[config.mk]
export PLATFORM = sky130hd
export DESIGN_NAME = alu_mul_seq
export DESIGN_NICKNAME = d
export VERILOG_FILES = /design/src/rtl/alu_mul_seq.sv
export SDC_FILE = /design/constraint.sdc
export NUM_CORES = 1
export LEC_CHECK = 0
export BUFFER_PORTS_ARGS = -buffer_cell sky130_fd_sc_hd__buf_2
export CORE_ASPECT_RATIO = 1.5
export CORE_UTILIZATION = 45
export DETAILED_ROUTE_END_ITERATION = 10
export PLACE_DENSITY = 0.76
export SYNTH_ARGS = -nofsm -noshare
export SYNTH_HDL_FRONTEND = slang
export SYNTH_SLANG_ARGS = --single-unit
[constraint.sdc]
create_clock -name clk -period 4.5 [get_ports clk]
set_input_delay 0.45 -clock clk [delete_from_list [all_inputs] [get_ports clk]]
set_output_delay 0.45 -clock clk [all_outputs]
set_load 0.005 [all_outputs]
[src/rtl/alu_mul_seq.sv]
// ---------------------------------------------------------------------------
// alu_mul_seq
//
// Multi-cycle WIDTH x WIDTH -> WIDTH (low half) multiply sequencer that sits
// in front of the shared ALU. It has no multiplier of its own. Instead it
// walks every 16-bit chunk pair (i, j) with i + j < C and issues five ALU
// operations per pair, accumulating the partial products:
//   step 0: SHR  x >> 16*i          -> t
//   step 1: SHR  y >> 16*j          -> u
//   step 2: MULW t[15:0] * u[15:0]  -> p
//   step 3: SHL  p << 16*(i+j)      -> p
//   step 4: ADD  p + acc            -> acc
// While idle, the CPU's ALU request passes straight through. While running,
// the sequencer owns the ALU and stalls the CPU.
//
// Ports
//   clk, rst_n          clock; synchronous active-low reset
//   start, x, y         multiply request and operands (sampled in IDLE only)
//   busy, done          sequencer owns ALU / one-cycle completion pulse
//   product             low WIDTH bits of x*y, held until the next start
//   cpu_op/a/b          CPU ALU request
//   cpu_stall           CPU must wait (equals busy)
//   alu_op/a/b          request driven to the ALU
//   alu_s               ALU result, combinational in the same cycle
// ---------------------------------------------------------------------------

package pkg_reg;
    localparam int REG_WIDTH = 64;
endpackage

package pkg_alu;
    typedef enum logic [3:0] {
        ALU_NOP  = 4'd0,
        ALU_ADD  = 4'd1,
        ALU_SUB  = 4'd2,
        ALU_AND  = 4'd3,
        ALU_OR   = 4'd4,
        ALU_XOR  = 4'd5,
        ALU_SHL  = 4'd6,
        ALU_SHR  = 4'd7,
        ALU_MULW = 4'd8
    } alu_op_t;
endpackage

module alu_mul_seq
    import pkg_alu::*;
#(
    parameter int WIDTH = pkg_reg::REG_WIDTH
) (
    input  logic             clk,
    input  logic             rst_n,
    input  logic             start,
    input  logic [WIDTH-1:0] x,
    input  logic [WIDTH-1:0] y,
    output logic             busy,
    output logic             done,
    output logic [WIDTH-1:0] product,
    input  alu_op_t          cpu_op,
    input  logic [WIDTH-1:0] cpu_a,
    input  logic [WIDTH-1:0] cpu_b,
    output logic             cpu_stall,
    output alu_op_t          alu_op,
    output logic [WIDTH-1:0] alu_a,
    output logic [WIDTH-1:0] alu_b,
    input  logic [WIDTH-1:0] alu_s
);

    localparam int C  = WIDTH / 16;
    localparam int IW = $clog2(C) + 1;
    localparam logic [IW-1:0] LAST_I = IW'(C - 1);

    localparam logic [0:0] S_IDLE = 1'b0;
    localparam logic [0:0] S_RUN  = 1'b1;

    logic [0:0]       state;
    logic [IW-1:0]    i;
    logic [IW-1:0]    j;
    logic [2:0]       step;
    logic [WIDTH-1:0] x_q;
    logic [WIDTH-1:0] y_q;
    logic [WIDTH-1:0] t;
    logic [WIDTH-1:0] u;
    logic [WIDTH-1:0] p;
    logic [WIDTH-1:0] acc;

    logic [IW:0]      ij_sum;
    logic [WIDTH-1:0] sh_i;
    logic [WIDTH-1:0] sh_j;
    logic [WIDTH-1:0] sh_ij;
    logic             last_j;
    logic             last_pair;

    // Shift amounts are chunk index * 16, zero-extended to the operand width.
    assign ij_sum = {1'b0, i} + {1'b0, j};
    assign sh_i   = WIDTH'({i, 4'b0000});
    assign sh_j   = WIDTH'({j, 4'b0000});
    assign sh_ij  = WIDTH'({ij_sum, 4'b0000});

    // Inner loop stops at j = C-1-i: higher pairs only touch the upper half.
    assign last_j    = (j == LAST_I - i);
    // The last row (i = C-1) holds exactly one pair, so reaching it means done.
    assign last_pair = (i == LAST_I);

    assign busy      = (state == S_RUN);
    assign cpu_stall = busy;

    // ALU ownership mux: pure function of state, so no bubble at either end.
    always_comb begin
        // NOTE: every output gets a default before the case so no latch is inferred.
        alu_op = cpu_op;
        alu_a  = cpu_a;
        alu_b  = cpu_b;
        if (state == S_RUN) begin
            case (step)
                3'd0: begin alu_op = ALU_SHR;  alu_a = sh_i;  alu_b = x_q; end
                3'd1: begin alu_op = ALU_SHR;  alu_a = sh_j;  alu_b = y_q; end
                3'd2: begin alu_op = ALU_MULW; alu_a = t;     alu_b = u;   end
                3'd3: begin alu_op = ALU_SHL;  alu_a = sh_ij; alu_b = p;   end
                3'd4: begin alu_op = ALU_ADD;  alu_a = p;     alu_b = acc; end
                default: begin alu_op = ALU_NOP; alu_a = '0; alu_b = '0; end
            endcase
        end
    end

    always_ff @(posedge clk) begin
        // NOTE: sequential state uses non-blocking assignments so every register
        // samples pre-edge values regardless of statement order.
        if (!rst_n) begin
            state   <= S_IDLE;
            i       <= '0;
            j       <= '0;
            step    <= '0;
            x_q     <= '0;
            y_q     <= '0;
            t       <= '0;
            u       <= '0;
            p       <= '0;
            acc     <= '0;
            product <= '0;
            done    <= 1'b0;
        end else begin
            done <= 1'b0;
            case (state)
                S_IDLE: begin
                    if (start) begin
                        x_q   <= x;
                        y_q   <= y;
                        acc   <= '0;
                        i     <= '0;
                        j     <= '0;
                        step  <= '0;
                        state <= S_RUN;
                    end
                end
                S_RUN: begin
                    case (step)
                        3'd0: begin t <= alu_s; step <= 3'd1; end
                        3'd1: begin u <= alu_s; step <= 3'd2; end
                        3'd2: begin p <= alu_s; step <= 3'd3; end
                        3'd3: begin p <= alu_s; step <= 3'd4; end
                        3'd4: begin
                            acc  <= alu_s;
                            step <= 3'd0;
                            if (last_pair) begin
                                product <= alu_s;
                                done    <= 1'b1;
                                state   <= S_IDLE;
                            end else if (last_j) begin
                                i <= i + IW'(1);
                                j <= '0;
                            end else begin
                                j <= j + IW'(1);
                            end
                        end
                        default: step <= 3'd0;
                    endcase
                end
                default: state <= S_IDLE;
            endcase
        end
    end

endmodule

# Word-level counts from Yosys, hierarchy flattened
# Index checks and enable logic that the tools add are counted.
# totals
reg_bits	459
latch_bits	0
ram_bits	0
romBits	0
wordCells	64
mem_count	0
# op_classes
addsub	4
multipliers	0
div	0
order_cmp	0
n_eq_ne	10
shift	0
muxes	25
n_bitwise	1
reduce_logical	12
# ops
cell	n
one-hot mux 64 bit (5 select lines)	2
two-way mux 64 bit	4
one-hot mux 64 bit (2 select lines)	1
two-way mux 3 bit	7
one-hot mux 3 bit (2 select lines)	3
one-hot mux 4 bit (4 select lines)	1
one-hot mux 3 bit (4 select lines)	1
AND reduction 2 bit	5
equality test 3 x 2 -> 1 bit, second input constant	3
AND reduction 3 bit	3
adder 3 x 1 -> 3 bit, second input constant	2
adder 3 x 3 -> 4 bit	1
two-way mux 1 bit	4
two-way mux 4 bit	1
!= test 2 x 1 -> 1 bit, second input constant	2
!= test 2 bit, second input constant	2
AND reduction 4 bit	1
OR reduction 2 bit	2
equality test 3 x 1 -> 1 bit, second input constant	1
equality test 3 bit	1
equality test 3 bit, second input constant	1
zero test 3 bit	1
subtractor 2 x 3 -> 3 bit, first input constant	1
one-hot mux 1 bit (2 select lines)	1
inverter 1 bit	1

# Longest topological paths before layout
# Gate-level depths: netlist (run 1).
# depth
word_depth	6
mapped_depth	8
mapped_depth_nobuf	6

# Worst setup path after synthesis (run 1)
# Ideal clock, no wire load.
# synth_timing
path_kind	flip-flop to output port
start	register i[0]
end	output port alu_a[5]
arrival_ps	1544
required_ps	4050
path_slack_ps	2506
path_stages_with_launch	5
path_buffers	0
path_cell_list	dfxtp_1 ha_1 fa_1 mux2_2 a221o_1
# synth_between
elab_chain_cells	3
# synth_lines
element	line_no	source
start: declaration	76	logic [IW-1:0] i;
start signal: assignment	169	i <= i + IW'(1);
adder 3 x 3 -> 4 bit	94	assign ij_sum = {1'b0, i} + {1'b0, j};
one-hot mux 64 bit (5 select lines)	114	case (step)
two-way mux 64 bit	113	if (state == S_RUN) begin
end: declaration	63	output logic [WIDTH-1:0] alu_a,
# No other way between the ends.

# Worst setup path in the final report (run 1)
# layout_timing
start	register step[0]
end	output port alu_a[28]
# layout_between
elab_chain_cells	3
# layout_lines
element	line_no	source
start: declaration	78	logic [2:0] step;
start signal: assignment	132	step <= '0;
start signal: assignment	151	step <= '0;
start signal: assignment	157	3'd0: begin t <= alu_s; step <= 3'd1; end
equality test 3 bit, or another cell as far along	114	
one-hot mux 64 bit (5 select lines) *	114	
two-way mux 64 bit *	113	
# Mark *: on every way between the ends. The rest lies on a longest branch, timed or not.

==> metrics.cfg, run 1 <==
[floorplan]
start_util = 0.456
die_area_mm2 = 0.0492
ios = 526
dieHeight_um = 271
rows = 98
die_x_um = 181
coreArea_mm2 = 0.0477

[detailed_routing]
routed_wl_um = 75400
vias = 21090
post_drt_via_cell_ratio = 5.84
drtIter0Drc = 1846
ant_nets = 0
wl_per_cell_um = 20.9
drc = 0
dr.pass1.iters = 5

[synth]
synthDistinctLibCells = 56
synth_edf_count = 0
yosysTopAreaCell = dfxtp_1
syn_avg_cell_area_um2 = 8.29
synthTopCellsByCount = nand2_1, dfxtp_1, a21boi_1, a21boi_0, clkbuf_1
yosysTopAreaCellShare = 0.423
synth_warnings = 0
async_flop_share = 0
ys_seq_area_frac = 0.423
ys_ff_latch = 459
syn_inst = 2621
synth_area_leaders = dfxtp_1, nand2_1, a21boi_1
syn_nets = 2954
synthFlopType = dfxtp_1
yosysMostFrequentCell = nand2_1
synthesis.area_mm2 = 0.0217

[cts]
cts_root_buf = clkbuf_16
cts_resized = 0
h-tree-depth = 2
cts_setup_buffers = 0
clock-sinks = 459
clock_latency_ps = 540
cts_made_buffers = 44
cts_tree = yes
holdBufCountCts = 0
clk_path_buf_depth = 3
clk_pin_slew_ps = 60

[timing]
finalCriticalPeriod_ps = 3900
tns_ps = 0
whs_ps = 156
max-slew-margin-rel = 0.190
slew_viol_final = 0
fmax_ghz = 0.256
hold_viol = 0
rsz0062_at_grt = no
clock_skew_ps = 18.4
min_period_over_period = 0.867
setup_viol = 0
worst_slew_pin_slew_ps = 1210

[status]
status = finished, final reports clean

[layout]
final_util = 0.536
nets = 3308
fillCellCount = 4369
multi_input_area_mm2 = 0.0112
area_growth_pct = 17.7
fin_cells = 3609
layout-drive-gt1-share = 0.218
ff_latch_area_mm2 = 0.00920

[setup_path]
crit_start = step[0]$_SDFFE_PN0P_
critPathCaptureType = output pin
crit_fanout = 39
setup.worst_path.start_class = flop
path_class = reg2out
crit_end = alu_a[28]
rrSetupSlack_ps = 1390
arrival_ps = 3450
reg2regPathDepth = 6
r2r-start = step[2]$_SDFFE_PN0P_
required_ps = 4050
r2r_end = acc[38]$_SDFFE_PN0P_

[placement]
hpwl_um = 47200
dp_cells = 3529
routabilityCongestion = 0.877
numPortBuffers = 525

[global_routing]
grt_pass1_vias = 20589
grt-busiest-layer = met2
grt_pass1_wl_um = 114000
grt_util_met3 = 0.0419
grt_max_degree = 190
grtUsageTotal = 0.294
antenna_found_initial = 4
use_met2 = 0.511
grtUsageMet1 = 0.351
overflow = 0

[power_and_ir_drop]
peakVddDrop_v = 0.000263
p_leak_uw = 0.00970
power.density_mw_per_mm2 = 362

[worst_hold_path]
hp-class = in2reg

[job]
maxCapViolations = 0

-- state kept, by name (all words and copies together), names as in the netlist --
register and count:
busy 1, j 3, u 64, y_q 64, t 64, i 3
p 64, step 3, product 64, x_q 64, done 1, acc 64
-- stage by stage --
step	setup slack [ps]	area (um^2)	power, uW
4_1_cts	567	25600	9300
5_1_grt	425	25600	9550
3_5_place_dp	1160	24100	5390
3_3_place_gp	1280	24100	5360
2_1_floorplan	2510	21700	4920
6_report	600	25600	9260
-- area by class of cell --
cell class,instances,share of cell area
Sequential cell,459,0.359
Clock buffer,62,0.0504
Antenna cell,3,0.000293
Inverter,2,0.000391
Timing Repair Buffer,552,0.113
Multi-Input combinational cell,1916,0.438
Tap cell,600,0.0293
Clock inverter,15,0.00909
-- worst min path at each step --
stage,from,end,slack [ps],depth (start not counted)
floorplan,t[4]$_SDFFE_PN0P_,t[4]$_SDFFE_PN0P_,430,2
global placement,product[37]$_SDFFE_PN0P_,product[37]$_SDFFE_PN0P_,440,2
detailed placement,product[14]$_SDFFE_PN0P_,product[14]$_SDFFE_PN0P_,440,2
CTS,y[7],y_q[7]$_SDFFE_PN0P_,130,3
global route,y[7],y_q[7]$_SDFFE_PN0P_,140,3
finish,y[7],y_q[7]$_SDFFE_PN0P_,160,3
-- critical path, stage by stage, from the launching register on --
cell	delay, ps
dfxtp_4	750
or2_2	530
nand2_1	120
nand2_2	800
buf_4	410
o2bb2ai_1	130
buf_2	150
-- per-layer routing --
layer  vias to the layer above  wire (um)  share of wire
li1                       9691          -              -
met1                     10119      29300           0.39
met2                      1071      37100           0.49
met3                       207       5480          0.073
met4                         2       3410          0.045
met5                         -         10        0.00013
-- logic make-up after synthesis --
group / after synthesis / synth area share
AOI/OAI and AO/OA: 757 / 0.267
adders and majority gates: 6 / 0.00380
muxes: 104 / 0.0481
DFF: 459 / 0.423
xor gates and xnor gates: 1 / 0.000403
and+or+nand+nor: 1048 / 0.192
buffers and inverters: 246 / 0.0657
-- power by group --
part / leakage, uW / switching (uW) / internal, uW
clock network: 0.000748 / 1610 / 2340
registers: 0.00373 / 78.3 / 4180
logic: 0.00523 / 624 / 424
-- cells in the final DEF, fill, tap and decap left out, types with 3 or more instances in the layout --
cell and n:
o221ai_1 64, nand2_4 3, a21boi_1 255, buf_2 524, a221o_1 3, o21ai_0 5
a22o_1 31, ha_1 5, buf_12 4, clkbuf_8 10, clkbuf_1 7, dfxtp_1 457
nor2_1 39, nand2b_1 3, diode_2 3, o2bb2ai_1 63, nor2b_1 3, inv_4 3
nand2_1 905, nand3_1 65, a22oi_1 91, a21oi_1 38, buf_4 23, nor2b_4 5
mux2_2 3, clkbuf_16 45, bufinv_16 6, a21boi_0 195, mux2i_1 101, clkinv_2 5
Power figures use the tool's default switching activity.
==> run 2: changes to the inputs <==
==> config.mk (replaced) <==
export PLATFORM = sky130hd
export DESIGN_NAME = alu_mul_seq
export DESIGN_NICKNAME = d
export VERILOG_FILES = /design/src/rtl/alu_mul_seq.sv
export SDC_FILE = /design/constraint.sdc
export NUM_CORES = 1
export LEC_CHECK = 0
export CORE_ASPECT_RATIO = 1.5
export CORE_UTILIZATION = 45
export DETAILED_ROUTE_END_ITERATION = 10
export DONT_BUFFER_PORTS = 1
export PLACE_DENSITY = 0.67
export SYNTH_ARGS = -nofsm -noshare
export SYNTH_HDL_FRONTEND = slang
export SYNTH_SLANG_ARGS = --single-unit
==> metrics.cfg, run 2 (synthesis gave the netlist of run 1 again) <==
[detailed_routing]
routed_wl_um = 73900
wl_per_cell_um = 23.7
ant_nets = 0
dr.pass1.iters = 5
post_drt_via_cell_ratio = 6.08
drc = 0
drtIter0Drc = 1613
vias = 18980

[global_routing]
overflow = 0
grtUsageTotal = 0.288
antenna_found_initial = 2
grt_max_degree = 465
grt_pass1_wl_um = 109000
grt_pass1_vias = 18546

[timing]
max-slew-margin-rel = 0.245
slew_viol_final = 0
tns_ps = 0
worst_slew_pin_slew_ps = 1130
min_period_over_period = 0.811
whs_ps = 20.2
fin_ws_ps = 852
rsz0062_at_grt = no
clock_skew_ps = 20.1
fmax_ghz = 0.274
setup_viol = 0
hold_viol = 0
finalCriticalPeriod_ps = 3650

[layout]
final_cell_mix = nand2_1, dfxtp_1, a21boi_1
fin_cells = 3123
area_growth_pct = 7.33
layout_commonest_cell = nand2_1
layout-drive-gt1-share = 0.0539
nets = 2817

[setup_path]
setup.worst_path.start_class = flop
required_ps = 4050
crit_fanout = 37
arrival_ps = 3200
critPathCaptureType = output pin
path_class = reg2out

[placement]
hpwl_um = 44400
routabilityCongestion = 0.853
numPortBuffers = 0
dp_cells = 3004
place_ws_ps = 1480

[job]
maxCapViolations = 0

[cts]
clock-sinks = 459
clk_pin_slew_ps = 60
cts_root_buf = clkbuf_16
clock_latency_ps = 560
cts_setup_buffers = 0
cts_made_buffers = 47
cts_tree = yes
h-tree-depth = 2
clk_path_buf_depth = 3

[floorplan]
coreArea_mm2 = 0.0477
dieHeight_um = 271
die_x_um = 181
rows = 98
die_area_mm2 = 0.0492
ios = 526
start_util = 0.456

[power_and_ir_drop]
p_leak_uw = 0.00763
power.density_mw_per_mm2 = 389
peakVddDrop_v = 0.000250
power_uw = 9080

[status]
status = finished, final reports clean

[worst_hold_path]
hp-class = in2reg

==> run 2: changes by cell type in the layout (fill, tap and decap cells not counted), sizes merged <==
cell	before	now
bufinv	6	3
buf	552	27
clkbuf	62	71
clkinvlp	2	0
dlygate4sd3	0	31
clkinv	5	6
inv	4	8
diode	3	2
==> run 2: routing by layer <==
layer,wire length [um],up-vias,track usage,share of wire
met2,36700,859,0.500,0.50
met5,0,-,0,0
met4,3850,0,0.166,0.052
met1,28400,9206,0.332,0.38
met3,5040,197,0.0494,0.068
li1,-,8718,-,-
==> run 2: per-stage QoR <==
stage	area, um^2	utilization
final	23300	0.489
after global placement	21400	0.449
after CTS	23300	0.489
after floorplan	21700	-
after global routing	23300	0.489
after detailed placement	21400	0.449
==> run 2: report_power, final <==
| group | switching, uW | total [uW] | internal (uW) |
|---|---|---|---|
| logic | 467 | 752 | 285 |
| registers | 82.5 | 4270 | 4180 |
| clock network | 1690 | 4060 | 2380 |
| total | 2230 | 9080 | 6840 |
==> run 2: final cells by class <==
cell class	count	area, um^2
antenna	2	5.00
sequential	459	9200
tap	600	751
inverter	2	10.0
fill	4581	24400
clock buffer	71	1430
clock inverter	15	174
timing repair buffer	58	551
multi-input combinational	1916	11200
==> run 2: what timing repair did <==
item | CTS | global route
hold buffers | 31 | 0
resized for setup | 0 | 0
hold endpoints to repair | 60 | 0
setup endpoints to repair | 0 | 0
==> run 2: path summary, 6_finish.rpt <==
kind	startpoint	to	cells past startpoint	slack, ps
min	alu_s[45]	acc[45]$_SDFFE_PN0P_	2	20
min reg2reg	u[59]$_SDFFE_PN0P_	u[59]$_SDFFE_PN0P_	2	450
max reg2reg	step[0]$_SDFFE_PN0P_	i[2]$_SDFFE_PN0P_	6	1470
max	busy$_SDFF_PN0_	alu_a[27]	4	850
==> run 2: worst max-delay path, stage by stage, from the launching register on <==
cell and delay (ps):
dfxtp_1 820, buf_4 370, nand2_2 680, buf_4 510, o2bb2ai_1 240
==> run 3: changes to the inputs <==
==> constraint.sdc (replaced) <==
create_clock -name clk -period 3.54 [get_ports clk]
set_input_delay 0.354 -clock clk [delete_from_list [all_inputs] [get_ports clk]]
set_output_delay 0.354 -clock clk [all_outputs]
set_load 0.005 [all_outputs]
==> metrics.cfg, run 3 (synthesis gave the netlist of run 1 again) <==
[placement]
numPortBuffers = 0
hpwl_um = 46300
placed_area_mm2 = 0.0216
routabilityCongestion = 0.859

[layout]
layout-drive-gt1-share = 0.0552
nets = 2999
area_growth_pct = 15.5
final_cell_mix = nand2_1, dfxtp_1, a21boi_1
design_area_mm2 = 0.0251
final_util = 0.526
layout_commonest_cell = nand2_1
fillCellCount = 4326

[setup_path]
critPathCaptureType = output pin
path_class = reg2out
cpMaxStageDelayCell = a21oi_4
setup.worst_path.start_class = flop
cpPeakStageDelay_ps = 800
worstPathCellList = or2_2 -> a21oi_4 -> buf_4 -> a22o_1
arrival_ps = 3080
required_ps = 3190
crit_fanout = 27
worst-path-buf-inv = 1
crit_family = compound AO/OA/AOI/OAI gates

[timing]
hold_viol = 0
worst_slew_pin_slew_ps = 1190
fmax_ghz = 0.291
clock_skew_ps = 16.6
max-slew-margin-rel = 0.204
setup_viol = 0
finalCriticalPeriod_ps = 3440
min_period_over_period = 0.971
slew_viol_final = 0
rsz0062_at_grt = no
tns_ps = 0

[detailed_routing]
vias = 19940
drtIter0Drc = 1818
ant_nets = 0
drc = 0
wl_met1_um = 29500
highest_layer = met5
routed_wl_um = 76200
wl_met3_um = 4870
met2WireLength_um = 38200
post_drt_via_cell_ratio = 6.04
dr.pass1.iters = 8
wl_per_cell_um = 23.1

[cts]
cts_root_buf = clkbuf_16
cts_setup_buffers = 0
cts_made_buffers = 45
clk_path_buf_depth = 3
cts_tree = yes
clock-sinks = 459
h-tree-depth = 2
clock_latency_ps = 560
clk_pin_slew_ps = 70

[power_and_ir_drop]
peakVddDrop_v = 0.000378
power_uw = 11600
seqPwrFrac = 0.467
sw_frac_of_total = 0.255
p_switching_uw = 2950
power.internal_uw = 8630
power.density_mw_per_mm2 = 462
p_clk_frac = 0.426
power_frac_comb = 0.107
p_leak_uw = 0.00840

[floorplan]
die_area_mm2 = 0.0492
coreArea_mm2 = 0.0477
rows = 98
die_x_um = 181
start_util = 0.456
dieHeight_um = 271
ios = 526

[worst_hold_path]
hp-class = in2reg

[global_routing]
grt_max_degree = 229
antenna_found_initial = 5
grt_pass1_wl_um = 115000
overflow = 0
grtUsageTotal = 0.300
grt_pass1_vias = 19624

[job]
maxCapViolations = 0

[status]
status = finished, final reports clean

==> run 3: power groups by stage <==
stage | clock network (uW) | registers, uW | logic (uW)
after detailed placement | 0 | 5530 | 934
after floorplan | 0 | 5490 | 768
after global routing | 5190 | 5430 | 1320
after global placement | 0 | 5520 | 917
after CTS | 5000 | 5410 | 1220
final | 4930 | 5410 | 1240
==> run 3: final cells by class <==
| cell class | count | area (um^2) | area share |
|---|---|---|---|
| multi-input cells | 1916 | 11200 | 0.447 |
| flip-flops and latches | 459 | 9200 | 0.366 |
| repair buffers | 242 | 2430 | 0.0968 |
| clock buffers | 62 | 1310 | 0.0523 |
| well taps | 600 | 751 | 0.0299 |
| clock inverters | 16 | 170 | 0.00678 |
| inverters | 2 | 10.0 | 0.000399 |
| diodes | 4 | 10.0 | 0.000399 |
==> run 3: per-layer routing <==
metal  vias to the layer above  GRT usage
met1                      9666      0.351
met2                       950      0.529
met5                         -          0
met3                       216     0.0419
li1                       9106          -
met4                         2      0.160
==> run 3: what timing repair did <==
item / 4_1_cts / 5_1_grt
endpoints found under the hold margin: 458 / 2
hold buffers: 198 / 1
setup endpoints to repair: 0 / 1
resized for setup: 0 / 1
==> run 3: path summary, 6_finish.rpt <==
| kind | from | endpoint | slack (ps) | cells after the start |
|---|---|---|---|---|
| setup / recovery | step[0]$_SDFFE_PN0P_ | alu_b[47] | 100 | 4 |
| hold / removal | x[50] | x_q[50]$_SDFFE_PN0P_ | 40 | 2 |
| setup reg to reg | busy$_SDFF_PN0_ | u[42]$_SDFFE_PN0P_ | 530 | 7 |
| hold reg to reg | u[53]$_SDFFE_PN0P_ | u[53]$_SDFFE_PN0P_ | 450 | 2 |
==> run 3: metrics by stage <==
| step | setup WS (ps) | hold WS, ps | std cells |
|---|---|---|---|
| 6_report | 102 | 43.1 | 3301 |
| 3_3_place_gp | 775 | 439 | 3020 |
| 4_1_cts | 127 | 6.08 | 3296 |
| 2_1_floorplan | 1640 | 433 | 2621 |
| 5_1_grt | 77.5 | 25.5 | 3301 |
| 3_5_place_dp | 732 | 444 | 3020 |
==> run 3: worst reg2reg max path, stage by stage (launching register included) <==
cell,delay (ps)
dfxtp_1,370
buf_4,400
nor2b_1,440
and2_4,610
buf_4,370
nand2_1,80
a21boi_1,130
dlygate4sd3_1,560
